`src/rtl/cpu_run_ctrl_if.sv`:
```
// rtl/cpu_run_ctrl_if.sv - program-load, instruction-memory write and run handshake bundle
interface cpu_run_ctrl_if #(
  parameter int IW    = 9,
  parameter int AW    = 10,
  parameter int CNT_W = 24
);
  logic             load_req;
  logic             ld_valid;
  logic             ld_ready;
  logic [IW-1:0]    ld_data;
  logic             ld_last;
  logic             im_we;
  logic [AW-1:0]    im_addr;
  logic [IW-1:0]    im_wdata;
  logic             run_req;
  logic             start;
  logic             done;
  logic             busy;
  logic             run_done;
  logic             timed_out;
  logic [CNT_W-1:0] cycle_count;
  logic [AW:0]      load_count;

  modport master (
    output load_req, ld_valid, ld_data, ld_last, run_req, done,
    input  ld_ready, im_we, im_addr, im_wdata, start, busy, run_done,
           timed_out, cycle_count, load_count
  );

  modport slave (
    input  load_req, ld_valid, ld_data, ld_last, run_req, done,
    output ld_ready, im_we, im_addr, im_wdata, start, busy, run_done,
           timed_out, cycle_count, load_count
  );
endinterface

```
`src/rtl/cpu_run_ctrl.sv`:
```
// rtl/cpu_run_ctrl.sv - program loader and start/done run sequencer; RUN_WATCHDOG_EN enables the run timeout
module cpu_run_ctrl #(
  parameter int IW             = 9,
  parameter int AW             = 10,
  parameter int START_CYCLES   = 2,
  parameter int CNT_W          = 24,
  parameter int TIMEOUT_CYCLES = 4096
) (
  input logic          clk,
  input logic          rst_n,
  cpu_run_ctrl_if.slave bus
);
  localparam logic [1:0] S_IDLE  = 2'd0;
  localparam logic [1:0] S_LOAD  = 2'd1;
  localparam logic [1:0] S_START = 2'd2;
  localparam logic [1:0] S_RUN   = 2'd3;
  localparam int SC_W = (START_CYCLES > 1) ? $clog2(START_CYCLES) : 1;

  logic [1:0]       state;
  logic [AW-1:0]    addr;
  logic [AW:0]      lcount;
  logic [SC_W-1:0]  st_cnt;
  logic [CNT_W-1:0] ccount;
  logic [CNT_W-1:0] ccount_inc;
  logic             rdone;
  logic             tout;
  logic             accept;
  logic             last_word;
  logic             cnt_hit;

  assign accept    = (state == S_LOAD) && bus.ld_valid;
  // Writing the top address ends the load even without ld_last, so the address never wraps.
  assign last_word = bus.ld_last || (addr == {AW{1'b1}});

`ifdef RUN_WATCHDOG_EN
  assign ccount_inc = ccount + CNT_W'(1);
  assign cnt_hit    = (ccount_inc == CNT_W'(TIMEOUT_CYCLES));
`else
  assign ccount_inc = (&ccount) ? ccount : ccount + CNT_W'(1);
  assign cnt_hit    = 1'b0;
`endif

  always_ff @(posedge clk or negedge rst_n) begin
    if (!rst_n) begin
      state  <= S_IDLE;
      addr   <= '0;
      lcount <= '0;
      st_cnt <= '0;
      ccount <= '0;
      rdone  <= 1'b0;
      tout   <= 1'b0;
    end else begin
      rdone <= 1'b0;
      case (state)
        S_IDLE: begin
          if (bus.load_req) begin
            state  <= S_LOAD;
            addr   <= '0;
            lcount <= '0;
          end else if (bus.run_req) begin
            state  <= S_START;
            st_cnt <= '0;
            ccount <= '0;
            tout   <= 1'b0;
          end
        end
        S_LOAD: begin
          if (accept) begin
            lcount <= lcount + (AW+1)'(1);
            if (!(&addr)) addr <= addr + AW'(1);
            if (last_word) state <= S_IDLE;
          end
        end
        S_START: begin
          if (st_cnt == SC_W'(START_CYCLES - 1)) state <= S_RUN;
          else st_cnt <= st_cnt + SC_W'(1);
        end
        S_RUN: begin
          ccount <= ccount_inc;
          // done takes priority over a timeout landing in the same cycle
          if (bus.done) begin
            state <= S_IDLE;
            rdone <= 1'b1;
          end else if (cnt_hit) begin
            state <= S_IDLE;
            rdone <= 1'b1;
            tout  <= 1'b1;
          end
        end
        default: state <= S_IDLE;
      endcase
    end
  end

  assign bus.ld_ready    = (state == S_LOAD);
  assign bus.im_we       = accept;
  assign bus.im_addr     = addr;
  assign bus.im_wdata    = bus.ld_data;
  assign bus.start       = (state != S_RUN);
  assign bus.busy        = (state != S_IDLE);
  assign bus.run_done    = rdone;
  assign bus.timed_out   = tout;
  assign bus.cycle_count = ccount;
  assign bus.load_count  = lcount;
endmodule

```
`src/flat_wrapper.sv`:
```
// flat-port wrapper written by rule: the top's interface ports become plain ports
module cpu_run_ctrl_flat 
#(
  parameter int IW             = 9,
  parameter int AW             = 10,
  parameter int START_CYCLES   = 2,
  parameter int CNT_W          = 24,
  parameter int TIMEOUT_CYCLES = 4096
)
  (clk, rst_n, bus_load_req, bus_ld_valid, bus_ld_data, bus_ld_last, bus_run_req, bus_done, bus_ld_ready, bus_im_we, bus_im_addr, bus_im_wdata, bus_start, bus_busy, bus_run_done, bus_timed_out, bus_cycle_count, bus_load_count);
  cpu_run_ctrl_if #(.IW(IW), .AW(AW), .CNT_W(CNT_W)) bus_i ();
  input logic clk;
  input logic rst_n;
  input wire logic [$bits(bus_i.load_req)-1:0] bus_load_req;
  input wire logic [$bits(bus_i.ld_valid)-1:0] bus_ld_valid;
  input wire logic [$bits(bus_i.ld_data)-1:0] bus_ld_data;
  input wire logic [$bits(bus_i.ld_last)-1:0] bus_ld_last;
  input wire logic [$bits(bus_i.run_req)-1:0] bus_run_req;
  input wire logic [$bits(bus_i.done)-1:0] bus_done;
  output wire logic [$bits(bus_i.ld_ready)-1:0] bus_ld_ready;
  output wire logic [$bits(bus_i.im_we)-1:0] bus_im_we;
  output wire logic [$bits(bus_i.im_addr)-1:0] bus_im_addr;
  output wire logic [$bits(bus_i.im_wdata)-1:0] bus_im_wdata;
  output wire logic [$bits(bus_i.start)-1:0] bus_start;
  output wire logic [$bits(bus_i.busy)-1:0] bus_busy;
  output wire logic [$bits(bus_i.run_done)-1:0] bus_run_done;
  output wire logic [$bits(bus_i.timed_out)-1:0] bus_timed_out;
  output wire logic [$bits(bus_i.cycle_count)-1:0] bus_cycle_count;
  output wire logic [$bits(bus_i.load_count)-1:0] bus_load_count;
  assign bus_i.load_req = bus_load_req;
  assign bus_i.ld_valid = bus_ld_valid;
  assign bus_i.ld_data = bus_ld_data;
  assign bus_i.ld_last = bus_ld_last;
  assign bus_i.run_req = bus_run_req;
  assign bus_i.done = bus_done;
  assign bus_ld_ready = bus_i.ld_ready;
  assign bus_im_we = bus_i.im_we;
  assign bus_im_addr = bus_i.im_addr;
  assign bus_im_wdata = bus_i.im_wdata;
  assign bus_start = bus_i.start;
  assign bus_busy = bus_i.busy;
  assign bus_run_done = bus_i.run_done;
  assign bus_timed_out = bus_i.timed_out;
  assign bus_cycle_count = bus_i.cycle_count;
  assign bus_load_count = bus_i.load_count;
  cpu_run_ctrl #(.IW(IW), .AW(AW), .START_CYCLES(START_CYCLES), .CNT_W(CNT_W), .TIMEOUT_CYCLES(TIMEOUT_CYCLES)) u_core (.clk(clk), .rst_n(rst_n), .bus(bus_i));
endmodule
```
`config.mk`:
```
export PLATFORM = sky130hd
export DESIGN_NAME = cpu_run_ctrl_flat
export DESIGN_NICKNAME = d
export VERILOG_FILES = /design/src/rtl/cpu_run_ctrl_if.sv /design/src/rtl/cpu_run_ctrl.sv /design/src/flat_wrapper.sv
export SDC_FILE = /design/constraint.sdc
export NUM_CORES = 1
export LEC_CHECK = 0
export ABC_AREA = 1
export CELL_PAD_IN_SITES_DETAIL_PLACEMENT = 2
export CELL_PAD_IN_SITES_GLOBAL_PLACEMENT = 2
export CORE_MARGIN = 2
export CORE_UTILIZATION = 27
export DETAILED_ROUTE_END_ITERATION = 12
export PLACE_DENSITY_LB_ADDON = 0.1
export SYNTH_ARGS = -nofsm -noshare
export SYNTH_HDL_FRONTEND = slang
export SYNTH_SLANG_ARGS = --single-unit
```
`constraint.sdc`:
```
create_clock -name clk -period 2 [get_ports clk]
set_clock_uncertainty 0.2 [all_clocks]
set_input_delay 0.4 -clock clk [delete_from_list [all_inputs] [get_ports clk]]
set_output_delay 0.4 -clock clk [all_outputs]
set_load 0.005 [all_outputs]
```
==> impl_metrics.tcl, run 1 <==
set metrics [dict create \
    drt-total-wl_um 12260 \
    netlist.area_leader.share_pct 38.97 \
    grt_pass1_wl_um 19810 \
    num_io_pins 76 \
    r2r_cells 11 \
    synth-edff-count 0 \
    grt_pass1_vias 3867 \
    grt_max_degree 37 \
    drive_above_1_share_pct 23.83 \
    slew_violations 0 \
    crit_slowest_cell "clkdlybuf4s50_1" \
    antenna_cells 0 \
    hp-class "reg -> reg" \
    synth.distinct_cells 31 \
    fmax_mhz 502.7 \
    seq_area_frac_synth_pct 38.97 \
    cts_buffers 5 \
    core_area_um2 11420 \
    top_layer "met4" \
    power.density_nw_per_um2 1044 \
    io_buffer_count 56 \
    area_growth_pct 47.08 \
    synth_area_um2 3147 \
    via_count 3439 \
    period_needed_ns 1.989 \
    yosys_warnings 0 \
    synth_area_leader_cell "dfrtp_1" \
    synth_area_leaders "dfrtp_1 (39%), nand2_1 (15%), nor2_1 (8.7%)" \
    n_fill_cell 1354 \
    root_buffer "clkbuf_16" \
    critPathKind "reg -> out" \
    hold_depth 2 \
    status "finished clean" \
    fin_area_um2 4628 \
    htreeDepth 2 \
    detail_route.first_pass.iterations 4 \
    vdd_drop_max_mv 0.4932 \
    critPathLaunchType "flip-flop" \
    rows 39 \
    start_util_pct 27.56 \
    viasPerCell 4.790 \
    wl_per_cell_um 17.07 \
    antenna_left 0 \
    first_iter_violations 74 \
    endpoint_kind "output port" \
    drc 0 \
    antenna_found_initial 0 \
    cts_buffer_depth 2 \
    slowest_delay_ns 0.49 \
    clock-sinks 49 \
    drt-met1-wl_um 5159 \
    period_share_pct 99.46 \
    crit_required_ns 1.40 \
    cts_tree "built" \
    track_usage_pct 19.97 \
    ys_ff_latch 49 \
    worstPathArrival_ns 1.39 \
    wl_met2_um 6609 \
    synth_nets 472 \
    grt-ovfl-total 0 \
    ys.flop_type "dfrtp_1" \
    rsz0062_at_grt "yes" \
    insertion_delay_ns 0.32 \
    die_area_um2 12530 \
    syn_area_per_cell_um2 6.947 \
    gp_congestion 0.7774 \
    finalNetCount 593 \
    finalHoldViolCount 0 \
    crit_path_max_fanout 4 \
    path_clk_slew_ns 0.08 \
    synthCells 453 \
    drv_cap 0 \
    power_leakage_nw 2.164 \
    fp.dieW_um 112.0 \
    hpwlAfterDp_um 8770 \
    met3_length_um 267 \
    setup_viol 0 \
    crit_chain "buf_4, clkdlybuf4s50_1" \
    worst_hold_slack_ns 0.2989 \
    synth-async-reset-ratio_pct 100.0 \
    dpl_cell_area_um2 4202 \
    fp.dieH_um 112.0 \
]
## stage by stage
step                setup WS (ns)  TNS [ns]  std cells  utilization, %  power, W
floorplan                  0.1541         0        453               -  0.002394
global placement          -0.1454   -0.9138        691           36.80  0.003368
detailed placement        -0.1868    -1.734        691           36.80  0.003431
global route             -0.02736  -0.07289        718           40.53  0.005157
CTS                      -0.06513   -0.1356        709           39.05  0.004615
finish                    0.01089         0        718           40.53  0.004832
## layout make-up
type	instances	area, µm²	area share [%]
clock inverter	2	17.52	0.3785
clock buffer	6	138.9	3.001
tap	143	178.9	3.866
timing repair buffer	127	1127	24.36
sequential	49	1232	26.63
multi-input combinational	338	1734	37.47
inverter	53	198.9	4.298
## registers in the layout, indices dropped and copies added (netlist names)
register	flops
u_core.st_cnt	1
u_core.bus.run_done	1
u_core.bus.cycle_count	24
u_core.bus.im_addr	10
u_core.state	2
u_core.bus.load_count	11
## logic make-up (layout without fill, tap and decap cells)
group	Yosys count	in the layout	share of synthesized area [%]
AND/OR/NAND/NOR	285	288	41.03
buffers and inverters	69	188	10.46
flip-flops	49	49	38.97
AO/OA/AOI/OAI	43	43	7.396
adder cells (fa/ha/maj)	3	3	1.193
XOR/XNOR	3	3	0.8351
other	1	1	0.1192
## layer usage
| layer | vias up | GRT usage, % |
|---|---|---|
| li1 | 1664 | - |
| met1 | 1719 | 23.81 |
| met2 | 44 | 37.09 |
| met3 | 12 | 2.722 |
| met4 | 0 | 6.179 |
| met5 | - | 0 |
## cells in the mapped netlist, drive strengths merged (2+ instances only)
cell / n
nand4: 11
nand3: 37
o21bai: 3
dfrtp: 49
xor2: 3
inv: 53
nand2: 146
o21ai: 19
nor2: 77
a21oi: 17
o22ai: 2
buf: 14
clkbuf: 2
nand3b: 3
ha: 3
nor3: 9
## critical path, delay by kind of cell, from the launching register on
family	cells	cell delay, ns
flip-flops	1	0.43
buffers and inverters	2	0.65
## path summary, 6_finish.rpt
path                                                 from                         end  slack [ns]
worst max register to register  u_core.bus.cycle_count[1]  u_core.bus.cycle_count[23]        0.11
min in group asynchronous                           rst_n  u_core.bus.cycle_count[18]        0.35
worst max-delay path            u_core.bus.cycle_count[5]          bus_cycle_count[5]        0.01
worst min-delay path                        u_core.st_cnt               u_core.st_cnt        0.30
worst min register to register              u_core.st_cnt               u_core.st_cnt        0.30
max in group asynchronous                           rst_n    u_core.bus.load_count[3]        0.69
## where the power goes
part / total [W] / switching, W / internal, W
clock: 0.000955 / 0.000448 / 0.000507
sequential: 0.00136 / 0.000201 / 0.00116
combinational: 0.00251 / 0.00141 / 0.00111
## cells in the final DEF (no fill, tap or decap), types with 2 or more instances in the layout
master | netlist | layout
o21bai_1 | 3 | 3
a21oi_1 | 16 | 15
nand2_1 | 122 | 119
a21oi_2 | 1 | 2
nand2_4 | 4 | 6
nor2_4 | 3 | 6
nor3_1 | 9 | 9
nand3b_1 | 3 | 3
o21ai_0 | 19 | 19
inv_1 | 50 | 47
nand2_8 | 1 | 5
nor2_1 | 73 | 67
xor2_1 | 3 | 3
dlygate4sd2_1 | 0 | 2
nand2_2 | 19 | 19
o22ai_1 | 2 | 2
inv_2 | 3 | 6
clkbuf_16 | 0 | 5
ha_2 | 0 | 2
nand3_1 | 37 | 36
dfrtp_2 | 0 | 5
dfrtp_1 | 49 | 44
buf_4 | 11 | 66
nand4_1 | 11 | 11
clkdlybuf4s50_1 | 0 | 51
buf_12 | 1 | 3
nor2_2 | 1 | 4
## repair_timing
action / 4_1_cts / 5_1_grt
pin swaps: 1 / 5
gates cloned: 1 / 2
hold endpoints to repair: 13 / 0
hold buffers: 1 / 0
setup endpoints to repair: 12 / 46
buffers inserted: 8 / 7
resized for setup: 10 / 29
Note: power is estimated with default switching activity, not from simulation.
==> inputs of run 2 (changes only) <==
--- a/config.mk
+++ b/config.mk
@@ -12,6 +12,7 @@
 export CORE_UTILIZATION = 27
 export DETAILED_ROUTE_END_ITERATION = 12
 export PLACE_DENSITY_LB_ADDON = 0.1
+export SKIP_LAST_GASP = 1
 export SYNTH_ARGS = -nofsm -noshare
 export SYNTH_HDL_FRONTEND = slang
 export SYNTH_SLANG_ARGS = --single-unit
==> impl_metrics.tcl, run 2 (same netlist as run 1, synthesis figures left out) <==
set metrics [dict create \
    status "finished clean" \
    hpwlAfterDp_um 8770 \
    worst_hold_slack_ns 0.2977 \
    path_clk_slew_ns 0.08 \
    drc 0 \
    drv_cap 0 \
    slowest_delay_ns 0.49 \
    fmax_mhz 504.4 \
    insertion_delay_ns 0.31 \
    vdd_drop_max_mv 0.4910 \
    antenna_left 0 \
    critPathLaunchType "flip-flop" \
    viasPerCell 4.794 \
    crit_slowest_cell "clkdlybuf4s50_1" \
    fp.dieW_um 112.0 \
    slew_violations 0 \
    cell_internal_pwr_w 0.002784 \
    drive_above_1_share_pct 23.30 \
    grt_pass1_wl_um 19790 \
    crit_chain "buf_4, clkdlybuf4s50_1" \
    antenna_found_initial 0 \
    core_area_um2 11420 \
    dp.cells 691 \
    period_needed_ns 1.983 \
    p_comb_share_pct 52.0 \
    num_io_pins 76 \
    layout_common_cells "nand2_1 (119), nor2_1 (67), buf_4 (66), clkdlybuf4s50_1 (51), inv_1 (48)" \
    cpLargestDelayFamily "buffers and inverters" \
    clkPwrFrac_pct 19.7 \
    finalHoldViolCount 0 \
    final_core_util_pct 40.53 \
    io_buffer_count 56 \
    clock-sinks 49 \
    gp_congestion 0.7774 \
    cts_tree "built" \
    crit_path_max_fanout 4 \
    grt-ovfl-total 0 \
    endpoint_kind "output port" \
    via_count 3442 \
    crit_required_ns 1.40 \
    htreeDepth 2 \
    power_leakage_nw 2.173 \
    start_util_pct 27.56 \
    grt_max_degree 37 \
    grt_pass1_vias 3865 \
    layout_commonest_cell "nand2_1" \
    cts_buffers 5 \
    rsz0062_at_grt "yes" \
    worstPathArrival_ns 1.38 \
    antenna_cells 0 \
    path_buf_inv 2 \
    final.setup.tns_ns 0 \
    cts_buffer_depth 2 \
    detail_route.first_pass.iterations 4 \
    drt-total-wl_um 12170 \
    rows 39 \
    hp-class "reg -> reg" \
    period_share_pct 99.14 \
    critPathKind "reg -> out" \
    largest_reg_flops 24 \
    swShare_pct 42.41 \
    setup_viol 0 \
    first_iter_violations 69 \
    area_growth_pct 47.08 \
    root_buffer "clkbuf_16" \
    power.density_nw_per_um2 1045 \
    die_area_um2 12530 \
    n_fill_cell 1353 \
    seqPwrFrac_pct 28.3 \
    wl_per_cell_um 16.95 \
    fin_cells 718 \
    finalNetCount 593 \
    p_switching_w 0.002050 \
    fp.dieH_um 112.0 \
    track_usage_pct 19.93 \
]
run 2: cell count changes in the layout (fill, tap and decap cells not counted), sizes merged:
| cell | before | now |
|---|---|---|
| dlygate4sd2 | 2 | 1 |
| dlymetal6s2s | 1 | 2 |
run 2: path summary, 6_finish.rpt:
| kind | from | end | slack, ns | depth (start not counted) |
|---|---|---|---|---|
| setup reg to reg | u_core.bus.cycle_count[1] | u_core.bus.cycle_count[23] | 0.11 | 11 |
| hold reg to reg | u_core.st_cnt | u_core.st_cnt | 0.30 | 2 |
| setup / recovery | u_core.bus.cycle_count[5] | bus_cycle_count[5] | 0.02 | 2 |
| hold / removal | u_core.st_cnt | u_core.st_cnt | 0.30 | 2 |
| min in group asynchronous | rst_n | u_core.bus.cycle_count[18] | 0.35 | 2 |
| max in group asynchronous | rst_n | u_core.state[0] | 0.70 | 3 |
run 2: final cells by class:
cell class / count / area [µm²] / share of cell area [%]
well taps: 143 / 178.9 / 3.866
multi-input cells: 338 / 1732 / 37.42
clock buffers: 6 / 138.9 / 3.001
inverters: 53 / 198.9 / 4.298
clock inverters: 2 / 17.52 / 0.3785
flip-flops and latches: 49 / 1231 / 26.60
repair buffers: 127 / 1131 / 24.44
run 2: power by group through the flow:
stage               clock (W)  sequential (W)  combinational (W)
floorplan                   0         0.00137            0.00102
global placement            0         0.00136            0.00201
detailed placement          0         0.00137            0.00206
CTS                  0.000991         0.00136            0.00223
global route          0.00102         0.00140            0.00273
finish               0.000951         0.00137            0.00251
run 2: worst min-delay path: cells and delay by family, from the launching register on:
| family | cells | cell delay [ns] |
|---|---|---|
| flops | 1 | 0.35 |
| simple gates | 2 | 0.11 |
run 2: per-layer routing:
layer  global-route usage (%)  vias up  routed length, µm
met5                        0        -                  0
met4                    6.179        0                224
met3                    2.722       12                242
met2                    36.97       42               6432
met1                    23.81     1723               5268
li1                         -     1665                  -
run 2: timing repair:
item                                    4_1_cts  5_1_grt
setup buffers                                 8        7
gates cloned                                  1        2
endpoints found under the setup margin       12       46
endpoints found under the hold margin        13        0
resized for setup                             7       29
pin swaps                                     1        5
hold buffers                                  1        0
run 2: through the flow:
stage | area (µm²) | setup WS, ns | total power (W)
finish | 4628 | 0.01729 | 0.004834
global route | 4628 | -0.02736 | 0.005160
CTS | 4447 | -0.1349 | 0.004581
detailed placement | 4202 | -0.1868 | 0.003431
global placement | 4202 | -0.1454 | 0.003368
floorplan | 3147 | 0.1541 | 0.002394
